`src/rtl/program_loader_pkg.sv`:
```
// Shared CPU-side definitions: default instruction/address geometry, the
// loader frame start byte and the loader state encoding.
package program_loader_pkg;

    localparam int unsigned INST_W = 13;
    localparam int unsigned ADDR_W = 8;
    localparam logic [7:0]  HEADER = 8'hA5;

    typedef enum logic [2:0] {
        ST_IDLE,
        ST_COUNT,
        ST_HI,
        ST_LO,
        ST_WRITE,
        ST_CHECK,
        ST_DONE,
        ST_ERR
    } load_state_e;

endpackage

```
`src/rtl/program_loader.sv`:
```
// Byte-stream program loader: parses HEADER, N, N two-byte words and an XOR
// checksum, writing each word to instruction memory while holding the CPU.
module program_loader #(
    parameter int unsigned INST_W = program_loader_pkg::INST_W,
    parameter int unsigned ADDR_W = program_loader_pkg::ADDR_W,
    parameter logic [7:0]  HEADER = program_loader_pkg::HEADER
) (
    input  logic              clk,
    input  logic              reset,
    input  logic [7:0]        rx_data,
    input  logic              rx_valid,
    output logic              rx_ready,
    output logic              mem_we,
    output logic [ADDR_W-1:0] mem_addr,
    output logic [INST_W-1:0] mem_wdata,
    output logic              cpu_hold,
    output logic              done,
    output logic              error
);
    import program_loader_pkg::*;

    // High byte may only carry the INST_W-8 bits that fit into the word.
    function automatic logic hi_ok(input logic [7:0] hi);
        return (hi >> (INST_W - 8)) == 8'd0;
    endfunction

    function automatic logic [INST_W-1:0] assemble(input logic [7:0] hi, input logic [7:0] lo);
        return {hi[INST_W-9:0], lo};
    endfunction

    load_state_e       state_q, state_d;
    logic [7:0]        cnt_q,   cnt_d;
    logic [ADDR_W-1:0] addr_q,  addr_d;
    logic [7:0]        hi_q,    hi_d;
    logic [7:0]        lo_q,    lo_d;
    logic [7:0]        csum_q,  csum_d;
    logic              accept;

    always_ff @(posedge clk or posedge reset) begin
        if (reset) begin
            state_q <= ST_IDLE;
            cnt_q   <= '0;
            addr_q  <= '0;
            hi_q    <= '0;
            lo_q    <= '0;
            csum_q  <= '0;
        end else begin
            state_q <= state_d;
            cnt_q   <= cnt_d;
            addr_q  <= addr_d;
            hi_q    <= hi_d;
            lo_q    <= lo_d;
            csum_q  <= csum_d;
        end
    end

    assign rx_ready  = !(state_q == ST_WRITE || state_q == ST_DONE);
    assign accept    = rx_valid && rx_ready;
    assign mem_we    = (state_q == ST_WRITE);
    assign mem_addr  = addr_q;
    assign mem_wdata = assemble(hi_q, lo_q);
    assign done      = (state_q == ST_DONE);
    assign error     = (state_q == ST_ERR);
    assign cpu_hold  = (state_q == ST_COUNT) || (state_q == ST_HI) || (state_q == ST_LO) ||
                       (state_q == ST_WRITE) || (state_q == ST_CHECK);

    always_comb begin
        state_d = state_q;
        cnt_d   = cnt_q;
        addr_d  = addr_q;
        hi_d    = hi_q;
        lo_d    = lo_q;
        csum_d  = csum_q;
        case (state_q)
            ST_IDLE, ST_ERR: begin
                if (accept && rx_data == HEADER) state_d = ST_COUNT;
            end
            ST_COUNT: begin
                if (accept) begin
                    if (rx_data == 8'd0) begin
                        state_d = ST_ERR;
                    end else begin
                        cnt_d   = rx_data;
                        addr_d  = '0;
                        csum_d  = rx_data;
                        state_d = ST_HI;
                    end
                end
            end
            ST_HI: begin
                if (accept) begin
                    hi_d    = rx_data;
                    csum_d  = csum_q ^ rx_data;
                    state_d = ST_LO;
                end
            end
            ST_LO: begin
                // A bad high byte is only acted on once the pair is complete.
                if (accept) begin
                    lo_d    = rx_data;
                    csum_d  = csum_q ^ rx_data;
                    state_d = hi_ok(hi_q) ? ST_WRITE : ST_ERR;
                end
            end
            ST_WRITE: begin
                cnt_d   = cnt_q - 8'd1;
                addr_d  = addr_q + ADDR_W'(1);
                state_d = (cnt_q == 8'd1) ? ST_CHECK : ST_HI;
            end
            ST_CHECK: begin
                if (accept) state_d = (rx_data == csum_q) ? ST_DONE : ST_ERR;
            end
            ST_DONE: state_d = ST_IDLE;
            default: state_d = ST_IDLE;
        endcase
    end

endmodule

```
`config.mk`:
```
export PLATFORM = sky130hd
export DESIGN_NAME = program_loader
export DESIGN_NICKNAME = d
export VERILOG_FILES = /design/src/rtl/program_loader_pkg.sv /design/src/rtl/program_loader.sv
export SDC_FILE = /design/constraint.sdc
export NUM_CORES = 1
export LEC_CHECK = 0
export CORE_MARGIN = 2
export CORE_UTILIZATION = 40
export DETAILED_ROUTE_END_ITERATION = 10
export PLACE_DENSITY = 0.64
export RECOVER_POWER = 25
export SLEW_MARGIN = 5
export SYNTH_ARGS = -nofsm -noshare
export SYNTH_HDL_FRONTEND = slang
export SYNTH_SLANG_ARGS = --single-unit
```
`constraint.sdc`:
```
create_clock -name clk -period 1.46 [get_ports clk]
set_input_delay 0.292 -clock clk [delete_from_list [all_inputs] [get_ports clk]]
set_output_delay 0.292 -clock clk [all_outputs]
set_load 0.02 [all_outputs]
```
; Yosys cells after proc, flatten, opt, wreduce, memory -nomap -nowiden
; Cells that the tools add are included.
[op_classes]
reduce_logical = 20
n_eq_ne = 17
n_mux = 18
n_bitwise = 1
addsub = 2
[ops]
columns = operator, count
row1 = $pmux W8 S2, 3
row2 = $mux W8, 5
row3 = $mux W3, 7
row4 = $pmux W3 S7, 1
row5 = $logic_not A8 Y1, 2
row6 = $eq A3 B3 Y1 const B, 4
row7 = $ne A2 B2 Y1 const B, 6
row8 = $add A8 B1 Y8 const B, 1
row9 = $eq A8 B1 Y1 const B, 1
row10 = $eq A8 B8 Y1, 1
row11 = $eq A8 B8 Y1 const B, 1
row12 = $sub A8 B1 Y8 const B, 1
row13 = $xor A8 B8 Y8, 1
row14 = $eq A3 B2 Y1 const B, 2
row15 = $logic_or A1 B1 Y1, 5
row16 = $reduce_and A5 Y1, 1
row17 = $reduce_and A2 Y1, 2
row18 = $reduce_and A4 Y1, 1
row19 = $reduce_bool A2 Y1, 2
row20 = $reduce_or A2 Y1, 2
row21 = $eq A3 B1 Y1 const B, 1
row22 = $logic_not A3 Y1, 1
row23 = $reduce_and A3 Y1, 1
row24 = $logic_and A1 B1 Y1, 2
row25 = 4 further kinds, 4
[totals]
reg_bits = 43
input_bits = 11
word_cells = 64

; Logic depth before layout (Yosys ltp)
; Gate-level depths: netlist (run 1).
[logic_depth]
ltp_word = 7
depth_mapped = 6
mapped_depth_nobuf = 5

; Worst setup path before layout (run 1)
; No wires, ideal clock.
[synth_path]
path_type = reg2out
start = reg state_q[2]
end = out error
t_arrival_ns = 1.313
path_slack_ns = -0.145
t_required_ns = 1.168
path_stages_with_launch = 4
cell_sequence = dfrtp_1 clkbuf_1 inv_1 nor3_1
[synth_via]
elab_chain_cells = 1
[synth_lines]
columns = item, line_no
row1 = start: declaration, program_loader.sv:31  ; load_state_e state_q, state_d;
row2 = start signal: assignment, program_loader.sv:48  ; state_q <= state_d;
row3 = $eq A3 B3 Y1, program_loader.sv:63  ; assign error = (state_q == ST_ERR);
row4 = end: declaration, program_loader.sv:18  ; output logic error
; Every way passes these cells.

; Worst setup path after layout (run 1)
[layout_path]
start = reg state_q[0]
end = out mem_we
[layout_via]
elab_chain_cells = 1
[layout_lines]
columns = item, line_no
row1 = $eq A3 B3 Y1, program_loader.sv:59  ; assign mem_we = (state_q == ST_WRITE);
row2 = end: declaration, program_loader.sv:13  ; output logic mem_we,
; Every way passes these cells.

==> impl_metrics.toml, run 1 <==
[drt]
drc = 0
drt-total-wl_um = 7440
viasPerCell = 5.62
dr_total_vias = 2300
initialDrtViolationCount = 90
wl_per_cell_um = 18.2
drt_first_pass_iters = 4
postRouteAntennaNets = 0

[worst_setup_path]
r2r-end = "hi_q[4]"
crit_required_ns = 1.17
crit_type = "flop to primary output"
cp.arrival_ns = 1.35
r2r_cells = 6
end_kind = "primary output"
rrSetupSlack_ns = -0.17
cp_max_fo = 3
startpoint_type = "flop"
r2r-start = "state_q[2]"

[cells_and_area]
fin_util_pct = 64.6
areaGrowthSynthToFinish_pct = 53.8
drive_above_1_share_pct = 48.8
instances_no_fill = 409
diodes = 0
design_area_um2 = 3870
fin_nets = 348

[global_routing]
antenna_found_initial = 0
grt_pass1_vias = 2266
overflow = 0
track_usage_pct = 20.7
grt_max_degree = 44
grt_pass1_wl_um = 11500

[floorplanning]
rows = 28
ios = 37
core-area_um2 = 5990
die_w_um = 83.3
initial_utilization_pct = 42.0
die_area_um2 = 6940
die_y_um = 83.3

[clock_network]
clkLatencyLatePin_ns = 0.30
hold_buffers = 0
cts_tree = "yes"
clock_path_buffers = 2
cts_max_level = 2
cts_root_buf = "clkbuf_8"
cts_made_buffers = 5
cts_sinks = 43
path_clk_slew_ns = 0.08

[timing]
drv_slew = 0
fin_crit_sh_pct = 112
fmax_ghz = 0.609
rsz0062_at_grt = "yes"
timing.final.crit_period_ns = 1.64
finalClockSkew_ns = 0.0123
max_slew_margin_pct = 33.2
layout_setup_ws_ns = -0.182
setup_viol = 28
finalHoldViolCount = 0
worst_pin_slew_ns = 1.00

[yosys]
ys_ff_latch = 43
synth.avg_cell_area_um2 = 10.2
syn_nets = 261
seq_area_frac_synth_pct = 42.7
netlist-cell-type-count = 46
synth_cells = 247
yosys_warnings = 0
netlist_area_um2 = 2520

[pwr]
power_frac_comb_pct = 60.6
netSwitchingPower_mw = 3.14
power_density_nw_per_um2 = 1960
pwr-share-seq_pct = 29.5
swShare_pct = 41.4
leakagePower_nw = 1.72
irDropWorstVdd_mv = 0.976
pwr-share-clk_pct = 9.9
p_int_mw = 4.45

[placement]
place_ws_ns = -0.583
dp.cells = 376
gp_congestion = 0.803
numPortBuffers = 36
placed_cell_area_um2 = 3160
dp_hpwl_um = 4340

[outcome]
violations = "negative setup slack"
status = "finished, violations left"

[min_path]
hold_class = "flop to flop"
min_path_cells = 1
holdPathEnd = "lo_q[1]"
min_from = "lo_q[1]"

[run]
maxCapViolCount = 0
layer usage:
layer | vias to the layer above | global-route usage [%] | wire length, µm
li1 | 1074 | - | -
met1 | 1154 | 28.7 | 3440
met2 | 60 | 31.4 | 3510
met3 | 12 | 4.08 | 345
met4 | 0 | 8.79 | 148
met5 | - | 0 | 0
power groups by stage:
stage	Clock, mW	Sequential, mW	Combinational, mW
global placement	0	2.16	3.38
detailed placement	0	2.18	3.42
floorplan	0	2.33	2.02
finish	0.750	2.24	4.60
global route	0.817	2.31	4.91
CTS	0.776	2.19	3.98
cell families (layout without fill, tap and decap cells):
logic type / after synthesis / in the layout / synth area share, %
AND/OR/NAND/NOR: 84 / 84 / 20.5
AO/OA/AOI/OAI: 59 / 59 / 16.5
XOR/XNOR: 13 / 13 / 4.52
adder cells (fa/ha/maj): 3 / 3 / 1.49
buffers and inverters: 27 / 114 / 6.26
multiplexers: 18 / 18 / 7.95
flip-flops: 43 / 43 / 42.7
cell usage in the layout, fill, tap and decap left out, types with 3 or more instances in the layout:
| cell | Yosys | final |
|---|---|---|
| a21oi_2 | 0 | 15 |
| dfrtp_1 | 43 | 41 |
| clkbuf_8 | 0 | 5 |
| buf_4 | 7 | 38 |
| xnor2_1 | 4 | 4 |
| inv_1 | 7 | 4 |
| o21ai_2 | 1 | 3 |
| nor4_4 | 2 | 3 |
| xor2_1 | 9 | 9 |
| nor2_1 | 11 | 9 |
| nor3_2 | 0 | 4 |
| and3_1 | 9 | 9 |
| a21oi_4 | 0 | 3 |
| nand2_1 | 14 | 12 |
| nor3_4 | 1 | 3 |
| mux2_2 | 16 | 8 |
| dlygate4sd2_1 | 0 | 29 |
| nand3_1 | 7 | 3 |
| buf_6 | 3 | 25 |
| a21oi_1 | 23 | 5 |
| nand3_2 | 0 | 3 |
| ha_1 | 3 | 3 |
| mux2_4 | 0 | 8 |
| o221ai_2 | 0 | 6 |
| nand2b_1 | 18 | 16 |
layout make-up:
type | instances | area [µm²]
inverters | 8 | 35.0
clock inverters | 1 | 7.51
well taps | 75 | 93.8
repair buffers | 99 | 921
clock buffers | 6 | 72.6
flip-flops and latches | 43 | 1080
fillers | 468 | 2120
multi-input cells | 177 | 1660
critical path, stage by stage, from the launching register on:
cell	delay, ns
dfrtp_1	0.40
or3b_4	0.44
inv_4	0.10
buf_6	0.12
per-stage QoR:
stage / hold WS [ns] / power [mW] / setup TNS [ns]
3_3_place_gp: 0.489 / 5.53 / -21.00
3_5_place_dp: 0.492 / 5.60 / -21.19
5_1_grt: 0.531 / 8.04 / -4.82
2_1_floorplan: 0.425 / 4.34 / -0.173
6_report: 0.508 / 7.59 / -2.83
4_1_cts: 0.351 / 6.95 / -2.18
worst max path at each step:
stage | slack (ns) | cells past startpoint | end | startpoint
after floorplan | -0.04 | 6 | cnt_q[2] | state_q[2]
after detailed placement | -0.58 | 6 | state_q[0] | rx_data[0]
after global routing | -0.23 | 6 | hi_q[2] | state_q[2]
final | -0.18 | 3 | mem_we | state_q[0]
after CTS | -0.17 | 3 | mem_we | state_q[0]
after global placement | -0.54 | 5 | state_q[2] | rx_data[6]
synth_stat cells (all sizes together):
master | number | area [µm²]
a21oi | 23 | 115
a31oi | 1 | 6.26
nor3 | 9 | 56.3
nand4 | 2 | 12.5
o221a | 4 | 45.0
o22ai | 2 | 12.5
mux2i | 2 | 20.0
a21boi | 2 | 15.0
a32oi | 2 | 17.5
nor2 | 11 | 41.3
o311ai | 1 | 16.3
buf | 16 | 116
xor2 | 9 | 78.8
inv | 8 | 30.0
nor4 | 5 | 61.3
clkbuf | 3 | 11.3
mux2 | 16 | 180
nand3 | 7 | 35.0
or3b | 1 | 8.76
ha | 3 | 37.5
o32a | 1 | 10.0
o21ai | 7 | 38.8
and4bb | 1 | 12.5
and2 | 2 | 12.5
o32ai | 1 | 8.76
o21a | 2 | 15.0
a211o | 2 | 17.5
nand4bb | 1 | 27.5
nand4b | 1 | 8.76
nand2 | 14 | 52.6
or3 | 2 | 12.5
a221o | 2 | 20.0
dfrtp | 43 | 1080
and3 | 9 | 56.3
nand2b | 18 | 113
nor2b | 1 | 6.26
xnor2 | 4 | 35.0
o221ai | 8 | 70.1
o211ai | 1 | 7.51
registers in the layout, summed over array words and instances (netlist names):
signal	flops
cnt_q	8
state_q	3
hi_q	8
mem_addr	8
lo_q	8
csum_q	8
repair_timing:
| action | CTS | global route |
|---|---|---|
| pin swaps | 22 | 14 |
| endpoints found under the setup margin | 69 | 48 |
| gates cloned | 1 | 1 |
| buffers inserted | 17 | 9 |
| resized for setup | 119 | 55 |
No activity file was read; power rests on OpenSTA's default activity.
==> run 2: changes to the inputs <==
CTS_BUF_LIST = sky130_fd_sc_hd__clkbuf_8   (was not set)
GPL_TIMING_DRIVEN = 0   (was not set)
==> impl_metrics.toml, run 2 (synthesis results as in run 1) <==
[drt]
viasPerCell = 5.58
drt-total-wl_um = 7150
wl_per_cell_um = 17.9
drt_first_pass_iters = 4
dr_total_vias = 2228
initialDrtViolationCount = 197
drc = 0
postRouteAntennaNets = 0

[run]
maxCapViolCount = 0

[cells_and_area]
multi_input_area_um2 = 1590
final_common_cell = "dfrtp_1"
design_area_um2 = 3730
fin_util_pct = 62.2
final_cell_mix = "dfrtp_1, buf_4, dlygate4sd2_1"
instances_no_fill = 399
fill_cells = 481
drive_above_1_share_pct = 42.6
fin_nets = 339
diodes = 0
areaGrowthSynthToFinish_pct = 48.1
seq_area_um2 = 1080

[global_routing]
track_usage_pct = 19.9
grt_max_degree = 36
antenna_found_initial = 0
grt_pass1_wl_um = 11200
grt_pass1_vias = 2216
overflow = 0

[timing]
worst_pin_slew_ns = 0.499
drv_slew = 0
setup_viol = 47
max_slew_margin_pct = 66.8
finalClockSkew_ns = 0.00697
rsz0062_at_grt = "yes"
finalHoldViolCount = 0
layout_setup_ws_ns = -0.291
fmax_ghz = 0.571
fin_crit_sh_pct = 120
whs_ns = 0.308
timing.final.crit_period_ns = 1.75

[worst_setup_path]
rrSetupSlack_ns = -0.28
cpMostUsedCell = "buf_6"
cp_max_fo = 3
cp.arrival_ns = 1.46
r2r-end = "cnt_q[4]"
critPathCapture = "mem_we"
r2r-start = "state_q[1]"
cp_num_buf_inv = 4
startpoint_type = "flop"
startpoint = "state_q[2]"
end_kind = "primary output"
crit_chain = "or3b_1, buf_6, inv_4, buf_6, buf_6"
critical_path.top_delay_family = "flip-flops"
cp.depth = 5
critPathSlowestCell = "dfrtp_2"
r2r_cells = 8
cpPeakStageDelay_ns = 0.41
crit_required_ns = 1.17
crit_type = "flop to primary output"

[outcome]
status = "finished, violations left"
violations = "negative setup slack"

[clock_network]
cts_root_buf = "clkbuf_8"
cts_made_buffers = 5
cts_max_level = 2
cts_tree = "yes"
cts_sinks = 43
path_clk_slew_ns = 0.08
clock_path_buffers = 2
hold_buffers = 0
clkLatencyLatePin_ns = 0.30

[pwr]
irDropWorstVdd_mv = 1.02
power_density_nw_per_um2 = 2020
leakagePower_nw = 1.69

[floorplanning]
ios = 37
core-area_um2 = 5990
rows = 28
die_area_um2 = 6940
die_y_um = 83.3
initial_utilization_pct = 42.0
die_w_um = 83.3

[min_path]
hold_class = "input port to flop"

[placement]
numPortBuffers = 32
gp_congestion = 0.834
place_ws_ns = -0.832
dp.cells = 355
dp_hpwl_um = 4010
placed_cell_area_um2 = 2980
-- run 2: final cells by class --
cell class	count	area share, %
Clock buffer	5	1.85
Clock inverter	1	0.201
Multi-Input combinational cell	177	42.6
Buffer	18	4.80
Tap cell	75	2.52
Inverter	8	1.14
Sequential cell	43	28.9
Timing Repair Buffer	72	18.0
-- run 2: worst register-to-register path, stage by stage (launching register included) --
cell      delay (ns)
dfrtp_1         0.38
buf_4           0.15
buf_4           0.14
nand2b_4        0.15
a211o_1         0.28
buf_6           0.15
buf_4           0.13
a21oi_2         0.12
o221a_2         0.19
-- run 2: stage by stage --
step | setup TNS (ns) | power (mW)
2_1_floorplan | -0.173 | 4.34
3_3_place_gp | -66.85 | 5.33
3_5_place_dp | -31.79 | 5.39
4_1_cts | -5.26 | 6.99
5_1_grt | -8.54 | 7.95
6_report | -6.54 | 7.51
-- run 2: how the worst min path moves through the flow --
stage	startpoint	to	slack, ns	depth (start not counted)
floorplan	rx_data[6]	cnt_q[6]	0.43	2
finish	rx_data[2]	lo_q[2]	0.31	2
global route	rx_data[2]	lo_q[2]	0.32	2
global placement	lo_q[0]	lo_q[0]	0.49	1
detailed placement	lo_q[3]	lo_q[3]	0.50	1
CTS	reset	lo_q[4]	0.22	2
-- run 2: report_power, final --
group | switching (mW) | internal [mW] | total (mW)
Sequential | 0.486 | 1.73 | 2.22
Clock | 0.423 | 0.318 | 0.741
Combinational | 2.17 | 2.39 | 4.56
-- run 2: routing by layer --
layer	up-vias	part of all wire, %	global-route usage (%)
met5	-	0	0
met4	0	0.43	4.32
met3	4	7.3	3.48
met2	88	49	33.0
met1	1078	43	27.2
li1	1058	-	-
-- run 2: what timing repair did --
| action | in CTS | in global routing |
|---|---|---|
| cloned | 1 | 0 |
| hold endpoints to repair | 0 | 0 |
| setup endpoints to repair | 69 | 48 |
| pin swaps | 25 | 13 |
| gates resized for setup | 137 | 30 |
| buffers inserted | 34 | 4 |
==> run 3: changes to the inputs <==
CAP_MARGIN = 40   (was not set)
==> impl_metrics.toml, run 3 (synthesis results as in run 1) <==
[outcome]
status = "finished, violations left"
violations = "negative setup slack"

[worst_setup_path]
critPathCapture = "mem_we"
critPathSlowestCell = "dfrtp_2"
r2r-end = "cnt_q[4]"
cp.depth = 5
startpoint_type = "flop"
critical_path.top_delay_family = "flip-flops"
r2r-start = "state_q[1]"
crit_chain = "or3b_1, buf_6, inv_4, buf_6, buf_6"
crit_type = "flop to primary output"
r2r_cells = 8
crit_required_ns = 1.17
cpPeakStageDelay_ns = 0.41
startpoint = "state_q[2]"
cp_max_fo = 3
rrSetupSlack_ns = -0.28
cp.arrival_ns = 1.46
end_kind = "primary output"
cpMostUsedCell = "buf_6"
cp_num_buf_inv = 4

[timing]
layout_setup_ws_ns = -0.291
setup_viol = 47
finalHoldViolCount = 0
fin_crit_sh_pct = 120
fmax_ghz = 0.571
worst_pin_slew_ns = 0.499
max_slew_margin_pct = 66.8
rsz0062_at_grt = "yes"
whs_ns = 0.308
finalClockSkew_ns = 0.00697
drv_slew = 0
timing.final.crit_period_ns = 1.75

[drt]
drt_first_pass_iters = 4
wl_per_cell_um = 17.9
initialDrtViolationCount = 197
dr_total_vias = 2228
postRouteAntennaNets = 0
drc = 0
viasPerCell = 5.58
drt-total-wl_um = 7150

[run]
maxCapViolCount = 0

[global_routing]
track_usage_pct = 19.9
antenna_found_initial = 0
grt_max_degree = 36
grt_pass1_vias = 2216
overflow = 0
use_met3_pct = 3.48
grt_util_met1_pct = 27.2
grt_util_met2_pct = 33.0
busiest_layer = "met2"
grt_pass1_wl_um = 11200

[clock_network]
hold_buffers = 0
cts_max_level = 2
cts_root_buf = "clkbuf_8"
path_clk_slew_ns = 0.08
cts_tree = "yes"
clock_path_buffers = 2
cts_made_buffers = 5
clkLatencyLatePin_ns = 0.30
cts_sinks = 43

[floorplanning]
die_w_um = 83.3
rows = 28
core-area_um2 = 5990
die_area_um2 = 6940
initial_utilization_pct = 42.0
ios = 37
die_y_um = 83.3

[cells_and_area]
design_area_um2 = 3730
fin_util_pct = 62.2
diodes = 0
areaGrowthSynthToFinish_pct = 48.1
drive_above_1_share_pct = 42.6
final_cell_mix = "dfrtp_1, buf_4, dlygate4sd2_1"
fin_nets = 339
final_common_cell = "dfrtp_1"
fill_cells = 481

[placement]
gp_congestion = 0.834
dp_hpwl_um = 4010
place_ws_ns = -0.832
numPortBuffers = 32
placed_cell_area_um2 = 2980

[pwr]
finalPower_mw = 7.51
irDropWorstVdd_mv = 1.02
leakagePower_nw = 1.69
power_density_nw_per_um2 = 2020

[min_path]
hold_class = "input port to flop"
[run 3: cell counts in the layout (fill, tap and decap cells not counted)]
No cell type changed its count.
[run 3: how the worst min path moves through the flow]
stage | cells after the start | slack (ns) | to | start
2_1_floorplan | 2 | 0.43 | cnt_q[6] | rx_data[6]
3_3_place_gp | 1 | 0.49 | lo_q[0] | lo_q[0]
3_5_place_dp | 1 | 0.50 | lo_q[3] | lo_q[3]
4_1_cts | 2 | 0.22 | lo_q[4] | reset
5_1_grt | 2 | 0.32 | lo_q[2] | rx_data[2]
6_report | 2 | 0.31 | lo_q[2] | rx_data[2]
[run 3: timing repair]
| action | in CTS | in global routing |
|---|---|---|
| setup endpoints to repair | 69 | 48 |
| gates cloned | 1 | 0 |
| pin swaps | 25 | 13 |
| setup buffers | 34 | 4 |
| gates resized for setup | 137 | 30 |
[run 3: report_power, final]
group          switching [mW]  leakage [nW]  internal (mW)
combinational            2.17          1.14           2.39
clock                   0.423        0.0361          0.318
sequential              0.486         0.513           1.73
total                    3.07          1.69           4.44
[run 3: per-stage QoR]
stage | instances | setup TNS (ns)
detailed placement | 355 | -31.79
floorplan | 247 | -0.173
global placement | 354 | -66.85
finish | 399 | -6.54
CTS | 395 | -5.26
global route | 399 | -8.54
[run 3: area by class of cell]
type                            instances  area (µm²)  share of cell area (%)
Timing Repair Buffer                   72         672                    18.0
Clock buffer                            5        68.8                    1.85
Inverter                                8        42.5                    1.14
Multi-Input combinational cell        177        1590                    42.6
Sequential cell                        43        1080                    28.9
Tap cell                               75        93.8                    2.52
Buffer                                 18         179                    4.80
Clock inverter                          1        7.51                   0.201
[run 3: layer usage]
| metal | up-vias | wire length [µm] |
|---|---|---|
| met4 | 0 | 31 |
| met5 | - | 0 |
| met2 | 88 | 3510 |
| li1 | 1058 | - |
| met3 | 4 | 521 |
| met1 | 1078 | 3090 |
